==> config.mk <==
export PLATFORM = sky130hd
export DESIGN_NAME = serial_adder_seq_flat
export DESIGN_NICKNAME = d
export VERILOG_FILES = /design/src/rtl/serial_adder_seq_pkg.sv /design/src/rtl/serial_adder_seq_if.sv /design/src/rtl/fullAdder_1b.sv /design/src/rtl/serial_adder_seq.sv /design/src/flat_wrapper.sv
export SDC_FILE = /design/constraint.sdc
export NUM_CORES = 1
export LEC_CHECK = 0
export CAP_MARGIN = 20
export CELL_PAD_IN_SITES_DETAIL_PLACEMENT = 0
export CELL_PAD_IN_SITES_GLOBAL_PLACEMENT = 1
export CORE_MARGIN = 5
export CORE_UTILIZATION = 32
export DETAILED_ROUTE_END_ITERATION = 10
export GPL_ROUTABILITY_DRIVEN = 0
export GPL_TIMING_DRIVEN = 1
export PLACE_DENSITY_LB_ADDON = 0.1
export SLEW_MARGIN = 40
export SYNTH_ARGS = -nofsm -noshare
export SYNTH_HDL_FRONTEND = slang
export SYNTH_SLANG_ARGS = --single-unit
==> constraint.sdc <==
create_clock -name clk -period 2.7 [get_ports clk]
set_input_delay 0.405 -clock clk [delete_from_list [all_inputs] [get_ports clk]]
set_output_delay 0.405 -clock clk [all_outputs]
set_load 0.03 [all_outputs]
==> src/rtl/serial_adder_seq_pkg.sv <==
// serial_adder_seq_pkg: shared state encoding, default width and counter sizing for the bit-serial adder
package serial_adder_seq_pkg;
  localparam int DEF_WIDTH = 16;
  typedef enum logic [1:0] {IDLE = 2'b00, RUN = 2'b01, DONE = 2'b10} state_e;
  function automatic int cnt_width(input int w);
    return $clog2(w);
  endfunction
endpackage

==> src/rtl/serial_adder_seq_if.sv <==
// serial_adder_seq_if: request/result bundle of the bit-serial adder
//   master drives start/sub/a/b; slave drives busy/done/sum/c_out/ofl
interface serial_adder_seq_if
  import serial_adder_seq_pkg::*;
#(
  parameter int WIDTH = DEF_WIDTH
);
  logic             start;
  logic             sub;
  logic [WIDTH-1:0] a;
  logic [WIDTH-1:0] b;
  logic             busy;
  logic             done;
  logic [WIDTH-1:0] sum;
  logic             c_out;
  logic             ofl;
  modport master(output start, sub, a, b, input busy, done, sum, c_out, ofl);
  modport slave(input start, sub, a, b, output busy, done, sum, c_out, ofl);
endinterface

==> src/rtl/fullAdder_1b.sv <==
// fullAdder_1b: single-bit full-adder cell
//   a_i/b_i/c_i operand and carry in; s_o sum bit; c_o carry out
module fullAdder_1b (
  input  logic a_i,
  input  logic b_i,
  input  logic c_i,
  output logic s_o,
  output logic c_o
);
  assign s_o = a_i ^ b_i ^ c_i;
  assign c_o = (a_i & b_i) | (c_i & (a_i ^ b_i));
endmodule

==> src/rtl/serial_adder_seq.sv <==
// serial_adder_seq: multi-cycle LSB-first bit-serial adder/subtractor through one full-adder cell
//   clk, rst_n (sync, active-low); bus: start/sub/a/b in, busy/done/sum/c_out/ofl out
module serial_adder_seq
  import serial_adder_seq_pkg::*;
#(
  parameter int WIDTH = DEF_WIDTH
) (
  input logic clk,
  input logic rst_n,
  serial_adder_seq_if.slave bus
);
  localparam int CW = cnt_width(WIDTH);
  state_e state_q, state_d;
  logic [WIDTH-1:0] a_q, a_d, b_q, b_d, p_q, p_d, sum_q, sum_d;
  logic [CW-1:0] cnt_q, cnt_d;
  logic c_q, c_d, co_q, co_d, ofl_q, ofl_d, fa_s, fa_c;
  fullAdder_1b u_fa (.a_i(a_q[0]), .b_i(b_q[0]), .c_i(c_q), .s_o(fa_s), .c_o(fa_c));
  always_comb begin
    state_d = state_q;
    a_d     = a_q;
    b_d     = b_q;
    p_d     = p_q;
    c_d     = c_q;
    cnt_d   = cnt_q;
    sum_d   = sum_q;
    co_d    = co_q;
    ofl_d   = ofl_q;
    case (state_q)
      IDLE, DONE: begin
        state_d = bus.start ? RUN : IDLE;
        if (bus.start) begin
          a_d   = bus.a;
          b_d   = bus.sub ? ~bus.b : bus.b;
          c_d   = bus.sub;
          cnt_d = '0;
        end
      end
      RUN: begin
        p_d   = {fa_s, p_q[WIDTH-1:1]};
        a_d   = a_q >> 1;
        b_d   = b_q >> 1;
        c_d   = fa_c;
        cnt_d = cnt_q + CW'(1);
        // On the MSB step the carry flop holds the carry into the MSB, so it is the msb_cin term of the overflow
        if (cnt_q == CW'(WIDTH - 1)) begin
          state_d = DONE;
          sum_d   = {fa_s, p_q[WIDTH-1:1]};
          co_d    = fa_c;
          ofl_d   = c_q ^ fa_c;
        end
      end
      default: state_d = IDLE;
    endcase
  end
  always_ff @(posedge clk) begin
    if (!rst_n) begin
      state_q <= IDLE;
      a_q     <= '0;
      b_q     <= '0;
      p_q     <= '0;
      c_q     <= 1'b0;
      cnt_q   <= '0;
      sum_q   <= '0;
      co_q    <= 1'b0;
      ofl_q   <= 1'b0;
    end else begin
      state_q <= state_d;
      a_q     <= a_d;
      b_q     <= b_d;
      p_q     <= p_d;
      c_q     <= c_d;
      cnt_q   <= cnt_d;
      sum_q   <= sum_d;
      co_q    <= co_d;
      ofl_q   <= ofl_d;
    end
  end
  assign bus.busy  = state_q == RUN;
  assign bus.done  = state_q == DONE;
  assign bus.sum   = sum_q;
  assign bus.c_out = co_q;
  assign bus.ofl   = ofl_q;
endmodule
==> src/flat_wrapper.sv <==
// flat-port wrapper written by rule: the top's interface ports become plain ports
module serial_adder_seq_flat import serial_adder_seq_pkg::*;
#(
  parameter int WIDTH = DEF_WIDTH
)
  (clk, rst_n, bus_start, bus_sub, bus_a, bus_b, bus_busy, bus_done, bus_sum, bus_c_out, bus_ofl);
  serial_adder_seq_if #(.WIDTH(WIDTH)) bus_i ();
  input logic clk;
  input logic rst_n;
  input wire logic [$bits(bus_i.start)-1:0] bus_start;
  input wire logic [$bits(bus_i.sub)-1:0] bus_sub;
  input wire logic [$bits(bus_i.a)-1:0] bus_a;
  input wire logic [$bits(bus_i.b)-1:0] bus_b;
  output wire logic [$bits(bus_i.busy)-1:0] bus_busy;
  output wire logic [$bits(bus_i.done)-1:0] bus_done;
  output wire logic [$bits(bus_i.sum)-1:0] bus_sum;
  output wire logic [$bits(bus_i.c_out)-1:0] bus_c_out;
  output wire logic [$bits(bus_i.ofl)-1:0] bus_ofl;
  assign bus_i.start = bus_start;
  assign bus_i.sub = bus_sub;
  assign bus_i.a = bus_a;
  assign bus_i.b = bus_b;
  assign bus_busy = bus_i.busy;
  assign bus_done = bus_i.done;
  assign bus_sum = bus_i.sum;
  assign bus_c_out = bus_i.c_out;
  assign bus_ofl = bus_i.ofl;
  serial_adder_seq #(.WIDTH(WIDTH)) u_core (.clk(clk), .rst_n(rst_n), .bus(bus_i));
endmodule
# Word-level counts from Yosys, hierarchy flattened
# Index checks and enable logic that the tools add are counted.
dict set report totals {
  out_inout_bits 20
  regBits 73
  inputBits 36
}
dict set report op_classes {
  eq_ne 5
  bitwise_logic 7
  add_sub_neg 1
  n_mux 12
  reduce_logical 5
}
# operator count
set ops {}
lappend ops {{case mux 16 bit (2 select lines)} 2}
lappend ops {{two-way mux 16 bit} 3}
lappend ops {{NOT 16 bit} 1}
lappend ops {{case mux 4 bit (2 select lines)} 1}
lappend ops {{adder 4 x 1 -> 4 bit, second input constant} 1}
lappend ops {{equality test 4 bit, second input constant} 1}
lappend ops {{two-way mux 4 bit} 1}
lappend ops {{case mux 2 bit (2 select lines)} 1}
lappend ops {{AND reduction 2 bit} 2}
lappend ops {{XOR 1 bit} 3}
lappend ops {{bitwise AND 1 bit} 2}
lappend ops {{equality test 2 x 1 -> 1 bit, second input constant} 1}
lappend ops {{equality test 2 bit, second input constant} 1}
lappend ops {{zero test 2 bit} 1}
lappend ops {{two-way mux 1 bit} 2}
lappend ops {{two-way mux 2 bit} 1}
lappend ops {{!= test 2 x 1 -> 1 bit, second input constant} 1}
lappend ops {{!= test 2 bit, second input constant} 1}
lappend ops {{case mux 1 bit (2 select lines)} 1}
lappend ops {{nonzero test 2 bit} 1}
lappend ops {{OR reduction 2 bit} 1}
lappend ops {{bitwise OR 1 bit} 1}

# Depth between registers and ports, before layout
# Gate-level depths: netlist of run 1.
dict set report logic_depth {
  word_depth 4
  depth_mapped 7
  ltp_nobuf 4
}

# Cells and area by module
# A second synthesis of run 1 with hierarchy kept.
dict set report hier_totals {
  cells_unflattened 311
  hier_area_um2 2884.0
}
# mod instances seq_area_each_um2 area_per_inst_um2 cells_each
set modules_own_cells {}
lappend modules_own_cells {serial_adder_seq 1 1441.4 2864.0 310}
lappend modules_own_cells {fullAdder_1b 1 0.0 20.0 1}

# Worst setup path before layout of run 1
# Ideal clock, no wire load.
dict set report synth_timing {
  path_type {flip-flop to output port}
  startpoint {reg u_core.state_q[1]}
  endpoint {out bus_busy}
  n_path_buf 3
  setup_slack_ns 1.329
  required_ns 2.295
  arrival_ns 0.966
  stages_incl_launch_ff 6
  path_cell_list {dfxtp_1 > nand2b_1 > buf_6 > inv_2 > buf_4 > buf_4}
}
dict set report synth_between {
  elab_chain_cells 1
}
# element line_no
set synth_lines {}
lappend synth_lines {{from (decl)} serial_adder_seq.sv:13} ;# state_e state_q, state_d;
lappend synth_lines {{from (signal assigned)} serial_adder_seq.sv:67} ;# state_q <= state_d;
lappend synth_lines {{equality test 2 x 1 -> 1 bit} serial_adder_seq.sv:78} ;# assign bus.busy = state_q == RUN;
lappend synth_lines {{to (decl)} flat_wrapper.sv:14} ;# output wire logic [$bits(bus_i.busy)-1:0] bus_busy;
# Every way passes these cells.

# Worst setup path after layout of run 1
dict set report layout_timing {
  startpoint {reg u_core.state_q[0]}
  endpoint {out bus_busy}
}
# Same word-level chain as after synthesis.

==> impl_metrics.ini, run 1 <==
[critical_path]
crit_required_ns = 2.30
startpoint_type = register
critPathMaxFanout = 30
path_class = reg2out
critPathMaxStageDelay_ns = 0.48
r2r_end = u_core.cnt_q[3]
reg2regPathDepth = 5
path_cells = nand2b_2 -> inv_2 -> buf_4
crit_path_top_delay_cell = inv_2
critPathCaptureType = output pin
cp.arrival_ns = 1.75
r2r_setup_slack_ns = 0.73
r2r_start = u_core.state_q[0]

[timing]
fin_skew_ns = 0.00699
min_period_ns = 2.15
layout_worst_path_cycle_share = 0.798
slew-limit-headroom = 0.487
hold_violations = 0
tns_ns = 0
worst_pin_slew_ns = 0.770
finalSetupViolations = 0
timing.fmax_ghz = 0.464
rsz0062_at_grt = no
slew_viol_final = 0

[route]
drt_pass1_iterations = 4
drt_iter0_drc = 100
drc = 0
wl_per_cell_um = 14.5
final_antenna_net_count = 0
drt-vias-per-instance = 5.07
routed_wl_um = 6780
vias = 2368

[synth]
synth_cell_types = 28
yosysTopAreaCellShare = 0.497
synth.area.top_cells = dfxtp_1, a21oi_1, a22oi_1, nand3_1, a22o_1
synthCells = 311
netlist_area_um2 = 2900
yosysTopAreaCell = dfxtp_1
ys.warnings.count = 0
syn-num-nets = 349
synth.yosys.seq_area_share = 0.497
synth_seq_cells = 72
syn_avg_cell_area_um2 = 9.32

[die]
num_rows = 34
die_area_um2 = 11100
io_pins = 56
core_um2 = 8760
initial_core_util = 0.331
chipWidth_um = 105
chipHeight_um = 105

[pwr]
finalPower_mw = 2.39
p_clk_frac = 0.421
leakagePower_nw = 1.31
switchingPower_mw = 0.568
seqPwrFrac = 0.471
combPwrFrac = 0.108
vdd_drop_max_v = 0.000259
switching_share = 0.237
p_per_area_nw_per_um2 = 649
internal_power_mw = 1.83

[outcome]
status = finished, final reports clean

[global_routing]
grt_use_met3 = 0.0444
grt_pass1_vias = 2358
busiest_layer = met2
grt_max_degree = 41
grt_pass1_wl_um = 11200
use_met1 = 0.161
grt-ovfl-total = 0
grt_antenna_before_repair = 0
grt_use_met2 = 0.190
track_usage = 0.122

[hold_path]
min_to = u_core.p_q[1]
hold_path_depth = 2
min_from = u_core.p_q[1]
min_path_type = reg2reg

[clock_tree]
cts_max_path_buffers = 2
ctsHtreeMaxLevel = 3
clk_latency_ns = 0.34
clock-sinks = 72
postCtsSetupBuffers = 0
ctsResizeCount = 0
cts_tree = done
cts-root-buf = clkbuf_8
cts-hold-fix-buffers = 0
clkSlewWorstSetupHoldPaths_ns = 0.07
numCtsBuffers = 9

[cells_and_area]
fillers = 901
final_nets = 392
drive_above_1_share = 0.0864
diodes = 0
area_growth_pct = 27.3

[placement]
dpl.hpwl_um = 4200
portBuffers = 55

[job]
cap_violations = 0
==> Yosys cell counts <==
cell,number
dfxtp_1,72
nor3_4,1
nand2_1,33
a21oi_2,1
xnor2_1,1
nand4_1,1
mux2_2,1
a311oi_1,1
clkbuf_1,11
inv_2,1
buf_6,6
nand3_1,38
xor2_1,16
nand2b_1,4
ha_1,1
buf_4,4
nor2b_1,2
a22oi_1,31
o21ai_0,1
inv_1,1
a211oi_2,1
nor2_1,1
a21oi_1,54
a22o_1,16
mux2i_1,1
buf_2,9
fa_1,1
and3_1,1
==> through the flow <==
step	std cells	area (um2)	hold slack [ns]	utilization	setup slack (ns)
after floorplan	311	2900	0.437	-	1.33
after global placement	451	3450	0.451	0.394	0.646
after detailed placement	451	3450	0.459	0.394	0.612
after CTS	467	3690	0.470	0.421	0.497
after global routing	467	3690	0.484	0.421	0.372
final	467	3690	0.464	0.421	0.545
==> kinds of logic (layout without fill, tap and decap cells) <==
kind of cell             after synthesis  in the layout  synth area share
AO/OA/AOI/OAI                        105            105             0.234
AND/OR/NAND/NOR                       81             81             0.133
flip-flops                            72             72             0.497
buffers and inverters                 32             80            0.0661
XOR/XNOR                              17             17            0.0514
adder cells (fa/ha/maj)                2              2            0.0112
multiplexers                           2              2           0.00734
==> cell type report <==
type                    instances  area, um2  share of cell area
inverters                       2       7.51             0.00203
clock buffers                  10        128              0.0346
multi-input cells             207       1270               0.344
well taps                     108        135              0.0366
flip-flops and latches         72       1440               0.391
clock inverters                 6        108              0.0292
repair buffers                 62        601               0.163
==> power groups by stage <==
stage / clock network (mW) / registers (mW) / logic, mW
6_report: 1.01 / 1.13 / 0.258
2_1_floorplan: 0 / 1.15 / 0.178
4_1_cts: 1.04 / 1.13 / 0.262
3_3_place_gp: 0 / 1.15 / 0.260
5_1_grt: 1.08 / 1.13 / 0.287
3_5_place_dp: 0 / 1.15 / 0.262
==> sequential cells by signal (all words and copies together) (netlist names) <==
signal / count
u_core.bus.sum: 16
u_core.c_q: 1
u_core.p_q: 15
u_core.state_q: 2
u_core.b_q: 16
u_core.bus.ofl: 1
u_core.a_q: 16
u_core.cnt_q: 4
u_core.bus.c_out: 1
==> layout by cell type, fill, tap and decap left out, drive strengths merged, types with 2 or more instances in the layout <==
cell           netlist  layout
a22oi               31      31
a21oi               55      55
nor2b                2       2
clkdlybuf4s50        0      54
inv                  2       2
buf                 19       8
a22o                16      16
bufinv               0       3
dfxtp               72      72
xor2                16      16
nand2b               4       4
clkbuf              11      10
nand3               38      38
clkinv               0       2
nand2               33      33
==> metal layers <==
layer,wire (um),part of all wire
met3,361,0.053
met2,3050,0.45
met1,3300,0.49
met5,0,0
met4,68,0.010
==> worst max-delay path, delay by kind of cell, from the launching register on <==
family,cells,cell delay [ns]
buf+inv,2,0.74
flops,1,0.41
simple gates,1,0.26
==> worst max-delay path by stage <==
| stage | from | to | depth (start not counted) |
|---|---|---|---|
| after floorplan | u_core.state_q[1] | bus_busy | 5 |
| after global placement | rst_n | u_core.bus.sum[13] | 4 |
| after detailed placement | rst_n | u_core.bus.sum[11] | 4 |
| after CTS | u_core.state_q[0] | bus_busy | 3 |
| after global routing | u_core.state_q[0] | bus_busy | 3 |
| final | u_core.state_q[0] | bus_busy | 3 |
No activity file was read; power rests on OpenSTA's default activity.
==> run 2, diff against run 1 <==
==> constraint.sdc (replaced) <==
create_clock -name clk -period 1.8 [get_ports clk]
set_input_delay 0.27 -clock clk [delete_from_list [all_inputs] [get_ports clk]]
set_output_delay 0.27 -clock clk [all_outputs]
set_load 0.03 [all_outputs]
==> run 2 against run 1 <==
  * Total power up 48%
  * Via count up 0.80%
  * Sequential cell count unchanged
  * Non-clock buffer count up 11
  * Hold slack worse by 0.0010 ns
  * Critical endpoint is now bus_ofl
  * Register-to-register slack worse by 0.36 ns
  * Combinational power up 63%
  * Largest cell class unchanged
  * Sequential share of layout area down 1.1 points
  * Highest routed layer unchanged
==> impl_metrics.ini, run 2 (same netlist as run 1, synthesis figures left out) <==
[route]
wl_per_cell_um = 14.2
vias = 2387
drt_iter0_drc = 157
drt-vias-per-instance = 5.00
final_antenna_net_count = 0
drt_pass1_iterations = 4
drc = 0
routed_wl_um = 6790

[timing]
min_period_ns = 1.65
finalSetupViolations = 0
fin_skew_ns = 0.00633
timing.fmax_ghz = 0.605
rsz0062_at_grt = no
worst_pin_slew_ns = 0.319
layout_worst_path_cycle_share = 0.918
setup_ws_ns = 0.147
hold_violations = 0
slew_viol_final = 0
tns_ns = 0
slew-limit-headroom = 0.787

[critical_path]
crit_path_top_delay_cell = clkdlybuf4s50_1
crit_required_ns = 1.53
worstSetupEndpoint = bus_ofl
r2r_end = u_core.bus.sum[13]
cp.arrival_ns = 1.38
critPathMaxFanout = 2
path_buf_inv = 1
path_delay_family = buffers and inverters
reg2regPathDepth = 5
r2r_setup_slack_ns = 0.37
crit_start = u_core.bus.ofl
critical_path_depth = 1
path_cells = clkdlybuf4s50_1
r2r_start = u_core.cnt_q[0]
path_class = reg2out
critPathCaptureType = output pin
startpoint_type = register
critPathMaxStageDelay_ns = 0.68

[placement]
place_area_um2 = 3570
dp.cells = 462
portBuffers = 55
dpl.hpwl_um = 4570
dp_slack_ns = 0.269

[global_routing]
grt_pass1_vias = 2350
grt_pass1_wl_um = 11500
track_usage = 0.126
grt-ovfl-total = 0
grt_antenna_before_repair = 0
grt_max_degree = 37

[die]
num_rows = 34
die_area_um2 = 11100
io_pins = 56
chipHeight_um = 105
initial_core_util = 0.331
chipWidth_um = 105
core_um2 = 8760

[clock_tree]
clkSlewWorstSetupHoldPaths_ns = 0.07
clk_latency_ns = 0.34
numCtsBuffers = 9
cts_max_path_buffers = 2
postCtsSetupBuffers = 0
ctsHtreeMaxLevel = 3
cts_tree = done
clock-sinks = 72
cts-root-buf = clkbuf_8

[pwr]
vdd_drop_max_v = 0.000347
leakagePower_nw = 1.38
p_per_area_nw_per_um2 = 931

[cells_and_area]
final_nets = 403
fin_util = 0.433
drive_above_1_share = 0.111
area_growth_pct = 30.9
layoutNonFillerInstCount = 477
layout_common_cells = dfxtp_1, a21oi_1, clkdlybuf4s50_1
diodes = 0
fin_area_um2 = 3790
final_common_cell = dfxtp_1

[hold_path]
min_path_type = reg2reg

[job]
cap_violations = 0

[outcome]
status = finished, final reports clean
## run 2: changes by cell type in the layout (fill, tap and decap cells not counted)
cell / delta
bufinv_16: -1
clkdlybuf4s50_1: -1
clkbuf_8: +2
buf_12: +3
clkinv_2: -1
clkinvlp_4: -1
dlygate4sd2_1: +1
buf_4: +8
## run 2: metrics by stage
step / hold WS, ns / power [mW]
6_report: 0.463 / 3.53
5_1_grt: 0.484 / 3.70
4_1_cts: 0.444 / 3.60
3_5_place_dp: 0.454 / 2.16
3_3_place_gp: 0.450 / 2.15
2_1_floorplan: 0.406 / 1.99
## run 2: power breakdown
group	total [mW]	internal, mW	leakage, nW	switching (mW)
sequential	1.69	1.66	0.586	0.0368
clock	1.42	0.847	0.112	0.573
combinational	0.421	0.198	0.680	0.223
## run 2: layer usage
metal  GRT usage  vias to the layer above  wire length (um)
li1            -                     1218                 -
met5           0                        -                 0
met4      0.0548                        0               137
met1       0.166                     1107              3260
met3      0.0388                       13               333
met2       0.188                       49              3050
## run 2: what timing repair did
action / in CTS / in global routing
hold buffers: 0 / 0
gates resized for setup: 1 / 0
setup endpoints to repair: 1 / 0
## run 2: worst reg2reg max path, delay by kind of cell, from the launching register on
family | cells | cell delay, ns
DFF | 1 | 0.37
adders and majority gates | 1 | 0.23
AOI/OAI and AO/OA | 2 | 0.27
and+or+nand+nor | 1 | 0.27
buffers and inverters | 1 | 0.20
## run 2: worst min-delay path by stage
stage                            from                end  slack [ns]  depth (start not counted)
detailed placement  u_core.bus.sum[6]  u_core.bus.sum[6]        0.45                          1
global route            u_core.b_q[1]      u_core.b_q[1]        0.48                          2
floorplan                   bus_a[15]     u_core.a_q[15]        0.41                          2
global placement        u_core.p_q[1]      u_core.p_q[1]        0.45                          2
CTS                         bus_a[15]     u_core.a_q[15]        0.44                          3
finish                  u_core.p_q[1]      u_core.p_q[1]        0.46                          2
## run 2: layout make-up
| class | count | area (um2) |
|---|---|---|
| Clock buffer | 12 | 155 |
| Clock inverter | 3 | 65.1 |
| Fill cell | 878 | 4970 |
| Inverter | 2 | 7.51 |
| Multi-Input combinational cell | 207 | 1270 |
| Sequential cell | 72 | 1440 |
| Tap cell | 108 | 135 |
| Timing Repair Buffer | 73 | 719 |
==> run 3, diff against run 2 <==
--- a/config.mk
+++ b/config.mk
@@ -8,7 +8,6 @@
 export CAP_MARGIN = 20
 export CELL_PAD_IN_SITES_DETAIL_PLACEMENT = 0
 export CELL_PAD_IN_SITES_GLOBAL_PLACEMENT = 1
-export CORE_MARGIN = 5
 export CORE_UTILIZATION = 32
 export DETAILED_ROUTE_END_ITERATION = 10
 export GPL_ROUTABILITY_DRIVEN = 0
==> constraint.sdc (replaced) <==
create_clock -name clk -period 1.8 [get_ports clk]
set_input_delay 0.27 -clock clk [delete_from_list [all_inputs] [get_ports clk]]
set_output_delay 0.27 -clock clk [all_outputs]
set_load 0.05 [all_outputs]
==> run 3 against run 2 <==
  * Clock-buffer cell count fell by 3
  * Combinational power increased by 1%
  * Cell count is 0.42% lower
  * Fmax down 5.5%
  * Global-route usage increased by 2.0 points
  * Non-clock buffer count decreased by 3
  * Die area down 15%
  * Register-to-register slack about the same
  * Sequential cell count did not move
  * Critical endpoint is now bus_sum[4]
==> impl_metrics.ini, run 3 (same netlist as run 1, synthesis figures left out) <==
[critical_path]
r2r_setup_slack_ns = 0.38
path_buf_inv = 1
path_cells = clkdlybuf4s50_1
cp.arrival_ns = 1.48
r2r_start = u_core.cnt_q[0]
critPathMaxFanout = 2
critPathMaxStageDelay_ns = 0.80
crit_path_top_delay_cell = clkdlybuf4s50_1
critPathCaptureType = output pin
path_class = reg2out
r2r_end = u_core.bus.sum[5]
path_delay_family = buffers and inverters
startpoint_type = register
reg2regPathDepth = 5
crit_required_ns = 1.53

[route]
final_antenna_net_count = 0
drt-vias-per-instance = 5.11
vias = 2426
drt_iter0_drc = 137
routed_wl_um = 6620
drc = 0
wl_per_cell_um = 13.9
drt_pass1_iterations = 4

[job]
cap_violations = 0

[placement]
place_area_um2 = 3570
portBuffers = 55
dpl.hpwl_um = 4230
dp.cells = 459

[cells_and_area]
final_nets = 400
area_growth_pct = 30.9
final_common_cell = dfxtp_1
fin_area_um2 = 3790
drive_above_1_share = 0.117
diodes = 0
layoutNonFillerInstCount = 475
layout_common_cells = dfxtp_1, a21oi_1, nand3_1

[timing]
min_period_ns = 1.75
timing.fmax_ghz = 0.571
hold_violations = 0
rsz0062_at_grt = no
fin_skew_ns = 0.0109
tns_ns = 0
layout_worst_path_cycle_share = 0.972
slew_viol_final = 0
finalSetupViolations = 0
worst_pin_slew_ns = 0.504
slew-limit-headroom = 0.664

[die]
core_um2 = 8760
chipHeight_um = 97.2
chipWidth_um = 97.2
io_pins = 56
num_rows = 34
initial_core_util = 0.331
die_area_um2 = 9440

[clock_tree]
clock-sinks = 72
clk_latency_ns = 0.35
clkSlewWorstSetupHoldPaths_ns = 0.08
cts_max_path_buffers = 2
numCtsBuffers = 9
cts-root-buf = clkbuf_8
ctsHtreeMaxLevel = 3
cts_tree = done

[global_routing]
grt_pass1_vias = 2311
grt-ovfl-total = 0
track_usage = 0.146
grt_max_degree = 50
grt_pass1_wl_um = 11100
grt_antenna_before_repair = 0

[hold_path]
min_to = u_core.p_q[1]
hold_path_depth = 2
min_from = u_core.p_q[1]
min_path_type = reg2reg

[pwr]
leakagePower_nw = 1.57
finalPower_mw = 3.43
p_per_area_nw_per_um2 = 904
vdd_drop_max_v = 0.000371

[outcome]
status = finished, final reports clean
[run 3: cell count changes in the layout (fill, tap and decap cells not counted)]
cell             before  now
dlymetal6s2s_1        0   10
clkinv_2              1    0
clkinv_4              0    2
bufinv_16             2    1
dlygate4sd2_1         1    5
clkdlybuf4s50_1      53   36
clkinvlp_4            0    2
buf_4                16   14
inv_6                 0    2
clkbuf_1              1    0
buf_12                3    5
clkbuf_8             11    9
[run 3: worst max path at each step]
stage | start | slack [ns] | endpoint | depth (start not counted)
6_report | u_core.bus.sum[4] | 0.05 | bus_sum[4] | 1
3_5_place_dp | rst_n | 0.25 | u_core.bus.sum[14] | 5
5_1_grt | u_core.bus.sum[4] | 0.004 | bus_sum[4] | 1
4_1_cts | u_core.bus.sum[12] | 0.001 | bus_sum[12] | 1
2_1_floorplan | u_core.cnt_q[0] | 0.44 | u_core.bus.sum[10] | 5
3_3_place_gp | bus_start | 0.27 | u_core.a_q[9] | 5
[run 3: final cells by class]
cell class	count	area, um2
flip-flops and latches	72	1440
well taps	108	135
clock inverters	7	80.1
clock buffers	9	124
multi-input cells	207	1270
fillers	881	4970
repair buffers	70	734
inverters	2	7.51
[run 3: report_power, final]
part / switching, mW / internal, mW
logic: 0.226 / 0.199
registers: 0.0366 / 1.65
clock network: 0.658 / 0.654
[run 3: repair_timing]
item / CTS / global route
hold buffers: 0 / 0
setup endpoints to repair: 5 / 10
buffers inserted: 0 / 0
gates resized for setup: 5 / 10
pin swaps: 0 / 0
[run 3: metrics by stage]
| step | hold slack [ns] | setup slack, ns | utilization |
|---|---|---|---|
| 3_5_place_dp | 0.455 | 0.250 | 0.407 |
| 6_report | 0.462 | 0.0501 | 0.433 |
| 2_1_floorplan | 0.406 | 0.436 | - |
| 3_3_place_gp | 0.452 | 0.273 | 0.407 |
| 4_1_cts | 0.456 | 0.000973 | 0.430 |
| 5_1_grt | 0.485 | 0.00384 | 0.433 |
[run 3: routing by layer]
metal  part of all wire  GRT usage  up-vias
met2               0.48      0.239       57
met5                  0          0        -
met3              0.052     0.0496        5
met4             0.0080     0.0448        0
met1               0.46      0.180     1151
li1                   -          -     1213
